`config.mk`:
```
export PLATFORM = sky130hd
export DESIGN_NAME = cuboid_emitter
export DESIGN_NICKNAME = d
export VERILOG_FILES = /design/src/rtl/cuboid_emitter.sv
export SDC_FILE = /design/constraint.sdc
export NUM_CORES = 1
export LEC_CHECK = 0
export CORE_ASPECT_RATIO = 2
export CORE_MARGIN = 8
export CORE_UTILIZATION = 30
export DETAILED_ROUTE_END_ITERATION = 6
export GPL_TIMING_DRIVEN = 0
export RECOVER_POWER = 25
export SYNTH_ARGS = -nofsm -noshare
export SYNTH_HDL_FRONTEND = slang
export SYNTH_SLANG_ARGS = --single-unit
export TNS_END_PERCENT = 20
```
`constraint.sdc`:
```
create_clock -name clk -period 5.6 [get_ports clk]
set_input_delay 0.84 -clock clk [delete_from_list [all_inputs] [get_ports clk]]
set_output_delay 0.84 -clock clk [all_outputs]
set_load 0.1 [all_outputs]
```
`src/rtl/cuboid_emitter.sv`:
```
// Streams the two-triangle-per-face vertex list of an axis-aligned cuboid.
// Bounds, face mask and colours are captured on start; output uses valid/ready.
module cuboid_emitter #(
   parameter int COORD_W   = 16,
   parameter int COLOR_W   = 16,
   parameter int Z_OFFSET  = 64,
   parameter int NUM_FACES = 6
) (
   input  logic                           clk,
   input  logic                           rst_n,
   input  logic                           start,
   input  logic [COORD_W-1:0]             x_lo,
   input  logic [COORD_W-1:0]             x_hi,
   input  logic [COORD_W-1:0]             y_lo,
   input  logic [COORD_W-1:0]             y_hi,
   input  logic [COORD_W-1:0]             z_near,
   input  logic [COORD_W-1:0]             z_far,
   input  logic [NUM_FACES-1:0]           face_mask,
   input  logic [NUM_FACES*COLOR_W-1:0]   face_colors,
   output logic [3*COORD_W-1:0]           vertex,
   output logic [COLOR_W-1:0]             color,
   output logic                           new_triangle,
   output logic                           vertex_valid,
   input  logic                           vertex_ready,
   output logic                           busy,
   output logic                           done
);

   typedef enum logic [1:0] {IDLE, EMIT, FINISH} state_t;

   localparam logic signed [COORD_W-1:0] ZOFF = COORD_W'(Z_OFFSET);
   localparam logic [2:0] NO_FACE = 3'd6;

   state_t state, state_next;

   logic signed [COORD_W-1:0] x_lo_q, x_hi_q, y_lo_q, y_hi_q, z_near_q, z_far_q;
   logic [NUM_FACES-1:0]         mask_q;
   logic [NUM_FACES*COLOR_W-1:0] colors_q;

   logic [2:0] face;
   logic [2:0] vidx;
   logic [1:0] phase;
   logic       accept, fire, face_end;
   logic [2:0] face_next;

   // Lowest enabled face index at or above 'from'; NO_FACE when none remain.
   function automatic logic [2:0] first_from(input logic [NUM_FACES-1:0] m,
                                             input logic [3:0] from);
      logic [2:0] r;
      r = NO_FACE;
      for (int i = NUM_FACES - 1; i >= 0; i--) begin
         if (m[i] && (i >= int'(from))) r = 3'(i);
      end
      return r;
   endfunction

   assign accept    = (state == IDLE) && start;
   assign fire      = vertex_valid && vertex_ready;
   assign face_end  = fire && (vidx == 3'd5);
   assign face_next = first_from(mask_q, {1'b0, face} + 4'd1);

   always_ff @(posedge clk or negedge rst_n) begin
      if (!rst_n) state <= IDLE;
      else        state <= state_next;
   end

   always_comb begin
      state_next   = state;
      vertex_valid = 1'b0;
      done         = 1'b0;
      busy         = 1'b0;
      case (state)
         IDLE: begin
            if (start) begin
               busy       = 1'b1;
               state_next = (face_mask != '0) ? EMIT : FINISH;
            end
         end
         EMIT: begin
            busy         = 1'b1;
            vertex_valid = 1'b1;
            if (face_end && (face_next == NO_FACE)) state_next = FINISH;
         end
         FINISH: begin
            done       = 1'b1;
            state_next = IDLE;
         end
         default: state_next = IDLE;
      endcase
   end

   always_ff @(posedge clk or negedge rst_n) begin
      if (!rst_n) begin
         face  <= '0;
         vidx  <= '0;
         phase <= '0;
      end else if (accept) begin
         face  <= first_from(face_mask, 4'd0);
         vidx  <= '0;
         phase <= '0;
      end else if (fire) begin
         phase <= (phase == 2'd2) ? 2'd0 : phase + 2'd1;
         vidx  <= (vidx == 3'd5) ? 3'd0 : vidx + 3'd1;
         if (vidx == 3'd5) face <= face_next;
      end
   end

   // Operand capture: only meaningful while a stream is active, so no reset.
   always_ff @(posedge clk) begin
      if (accept) begin
         x_lo_q   <= x_lo;
         x_hi_q   <= x_hi;
         y_lo_q   <= y_lo;
         y_hi_q   <= y_hi;
         z_near_q <= z_near;
         z_far_q  <= z_far;
         mask_q   <= face_mask;
         colors_q <= face_colors;
      end
   end

   logic [5:0] tab_a, tab_b;
   logic       sel_a, sel_b;
   logic signed [COORD_W-1:0] vx, vy, vz;

   // Per-vertex hi/lo selectors for the two in-plane axes of the current face.
   always_comb begin
      if (face < 3'd2) begin
         tab_a = 6'b110010;
         tab_b = 6'b101100;
      end else begin
         tab_a = 6'b001110;
         tab_b = 6'b011100;
      end
      sel_a = tab_a[vidx];
      sel_b = tab_b[vidx];
   end

   always_comb begin
      vx = '0;
      vy = '0;
      vz = '0;
      case (face)
         3'd0, 3'd1: begin
            vx = sel_a ? x_hi_q : x_lo_q;
            vy = sel_b ? y_hi_q : y_lo_q;
            vz = (face == 3'd0) ? z_near_q : z_far_q;
         end
         3'd2, 3'd3: begin
            vx = (face == 3'd2) ? x_lo_q : x_hi_q;
            vy = sel_a ? y_hi_q : y_lo_q;
            vz = sel_b ? z_far_q : z_near_q;
         end
         3'd4, 3'd5: begin
            vx = sel_a ? x_hi_q : x_lo_q;
            vy = (face == 3'd4) ? y_hi_q : y_lo_q;
            vz = sel_b ? z_far_q : z_near_q;
         end
         default: ;
      endcase
   end

   always_comb begin
      vertex       = '0;
      color        = '0;
      new_triangle = 1'b0;
      if (state == EMIT) begin
         vertex       = {vx, vy, vz + ZOFF};
         color        = colors_q[face*COLOR_W +: COLOR_W];
         new_triangle = (phase == 2'd0);
      end
   end

endmodule

```
==> results.json <==
{
  "synthTopCellsByCount": "edfxtp_1 (198), nor2_1 (80), mux2_2 (48), a22oi_1 (45), clkbuf_1 (20)",
  "cts_setup_buffers": 0,
  "ff2ff_path_depth": 11,
  "dp_hpwl_um": 23950,
  "slew_viol_final": 0,
  "setup_violations": 0,
  "routed_wl_um": 31090,
  "yosys_warnings": 0,
  "critPathCaptureType": "primary output",
  "ys_seq_area_share_pct": 64.66,
  "synth_edf_count": 198,
  "cts_num_sinks": 208,
  "cp_max_fo": 10,
  "synth_xor_area_share_pct": 0,
  "syn_area_per_cell_um2": 14.52,
  "async_reset_ff_share_pct": 4.808,
  "yosysMostFrequentCell": "edfxtp_1",
  "grt_pass1_vias": 7568,
  "yosysTopAreaCellShare_pct": 62.05,
  "grt-ovfl-total": 0,
  "hold_viol": 0,
  "synthMuxAreaShare_pct": 10.97,
  "fmax_ghz": 0.1872,
  "synthFlopType": "edfxtp_1",
  "ys_seq_elements": 208,
  "drc": 0,
  "grt_max_degree": 104,
  "startpoint": "face[0]$_DFFE_PN0P_",
  "cts_tree": "built",
  "hold-path-cell-count": 1,
  "synthAdderAreaFrac_pct": 1.045,
  "gp_congestion": 0.8351,
  "status": "complete, no violations",
  "startpoint_type": "flop",
  "via_count": 7036,
  "worstHoldStart": "phase[1]$_DFFE_PN0P_",
  "die_w_um": 142.4,
  "drt_iter0_markers": 382,
  "maxCapViolCount": 0,
  "hold_slack_ns": 0.5058,
  "avgViaCountPerCell": 5.019,
  "fin_crit_sh_pct": 95.38,
  "ant_nets": 0,
  "synth_compound_area_share_pct": 12.88,
  "fin_crit_ns": 5.341,
  "die_area_um2": 38260,
  "cts_htree_levels": 1,
  "grt.total_usage_pct": 15.83,
  "rows": 92,
  "synth_top_cell_by_area": "edfxtp_1",
  "cts_root_buffer": "clkbuf_16",
  "area.sequential_um2": 6196,
  "crit_type": "reg -> out",
  "ctsHoldBuffers": 0,
  "fp.dieH_um": 268.7,
  "cts_buffers": 22,
  "portBuffers": 269,
  "areaGrowthSynthToFinish_pct": 42.48,
  "clock_latency_ns": 0.53,
  "synthSimpleGateAreaFrac_pct": 8.122,
  "synth_top_family_by_area": "compound AO/OA/AOI/OAI gates",
  "multiInputGateArea_um2": 3191,
  "clock_path_buffers": 3,
  "rsz0062_at_grt": "true",
  "syn_nets": 870,
  "path_clk_slew_ns": 0.06,
  "hp-class": "reg -> reg",
  "synth_cell_types": 60,
  "n_fill_cell": 2955,
  "arrival_ns": 4.50,
  "syn_area_um2": 9582,
  "clock_skew_ns": 0.01281,
  "cp.required_ns": 4.76,
  "coreArea_um2": 31540,
  "initial_core_util_pct": 30.38,
  "slew-limit-headroom_pct": 29.75,
  "nets": 1163,
  "antenna_found_initial": 11,
  "synthTopCellsByArea": "edfxtp_1 (62%), mux2_2 (5.6%), mux4_2 (3.8%)",
  "syn-instance-count": 660,
  "drive_above_1_share_pct": 17.77,
  "grt_pass1_wl_um": 45370,
  "wire_per_inst_um": 22.17,
  "io_pins": 270,
  "firstDrtPassIters": 7,
  "r2r-start": "face[0]$_DFFE_PN0P_",
  "worst_slew_pin_slew_ns": 1.050
}
## cells by family after synthesis
logic type	after synthesis
adder cells (fa/ha/maj)	8
flip-flops	208
AO/OA/AOI/OAI	154
buffers and inverters	50
AND/OR/NAND/NOR	161
multiplexers	79
## repair_timing
| item | in CTS | in global routing |
|---|---|---|
| cloned | 0 | 0 |
| gates resized for setup | 122 | 16 |
| setup endpoints to repair | 48 | 42 |
| pin swaps | 0 | 1 |
## per-stage QoR
stage | setup WS [ns] | util [%] | setup TNS, ns | instances | cell area (um^2)
floorplan | -0.4587 | - | -0.8029 | 660 | 9587
global placement | -2.554 | 40.61 | -451.67 | 1352 | 12810
detailed placement | -1.164 | 40.72 | -20.54 | 1353 | 12840
CTS | 0.03334 | 43.09 | 0 | 1391 | 13590
global route | -0.01156 | 43.23 | -0.01156 | 1395 | 13630
finish | 0.2586 | 43.28 | 0 | 1402 | 13650
## state kept, by name, indices dropped and copies added (netlist names)
signal / cells
mask_q: 6
colors_q: 96
x_lo_q: 16
state: 2
y_lo_q: 16
phase: 2
vidx: 3
y_hi_q: 16
face: 3
z_near_q: 16
x_hi_q: 16
z_far_q: 16
## worst max-delay path: stages, from the launching register on
cell and delay [ns]:
dfrtp_1 0.43, buf_4 0.21, buf_4 0.21, buf_4 0.21, inv_1 0.15, ha_1 0.21
clkbuf_1 0.33, buf_2 0.32, clkbuf_1 0.52, a22o_1 0.26, a222oi_1 0.11, nor2_1 0.14
dlygate4sd2_1 0.87
## layout make-up
| type | instances | share of cell area [%] |
|---|---|---|
| flip-flops and latches | 208 | 45.39 |
| multi-input cells | 402 | 23.37 |
| repair buffers | 270 | 19.98 |
| clock buffers | 23 | 4.060 |
| well taps | 423 | 3.877 |
| plain buffers | 41 | 1.476 |
| clock inverters | 16 | 1.375 |
| inverters | 8 | 0.2750 |
| diodes | 11 | 0.2016 |
## worst paths after layout
check | to | slack (ns)
worst max-delay path | vertex[20] | 0.26
worst min-delay path | phase[0]$_DFFE_PN0P_ | 0.51
worst max register to register | state[0]$_DFFE_PN0P_ | 2.74
worst min register to register | phase[0]$_DFFE_PN0P_ | 0.51
max in group asynchronous | vidx[0]$_DFFE_PN0P_ | 4.64
min in group asynchronous | face[2]$_DFFE_PN0P_ | 0.64
## layer usage
| metal | up-vias | global-route usage [%] | share of wire [%] |
|---|---|---|---|
| li1 | 3252 | - | - |
| met1 | 3434 | 14.25 | 32 |
| met2 | 285 | 31.34 | 57 |
| met3 | 65 | 4.574 | 7.8 |
| met4 | 0 | 7.250 | 3.8 |
| met5 | - | 0 | 0 |
## placed cells by master, fill, tap and decap left out, types with 17 or more instances in the layout
cell type and count:
clkdlybuf4s15_2 24, edfxtp_1 198, clkdlybuf4s50_1 102, dlygate4sd3_1 120
clkbuf_1 17, nor2_1 80, a22oi_1 45, a22o_1 19
mux2_2 48, clkbuf_16 22
Power is not shown: default switching activity piles up to over one toggle a cycle in this logic, so the estimate is an artifact.
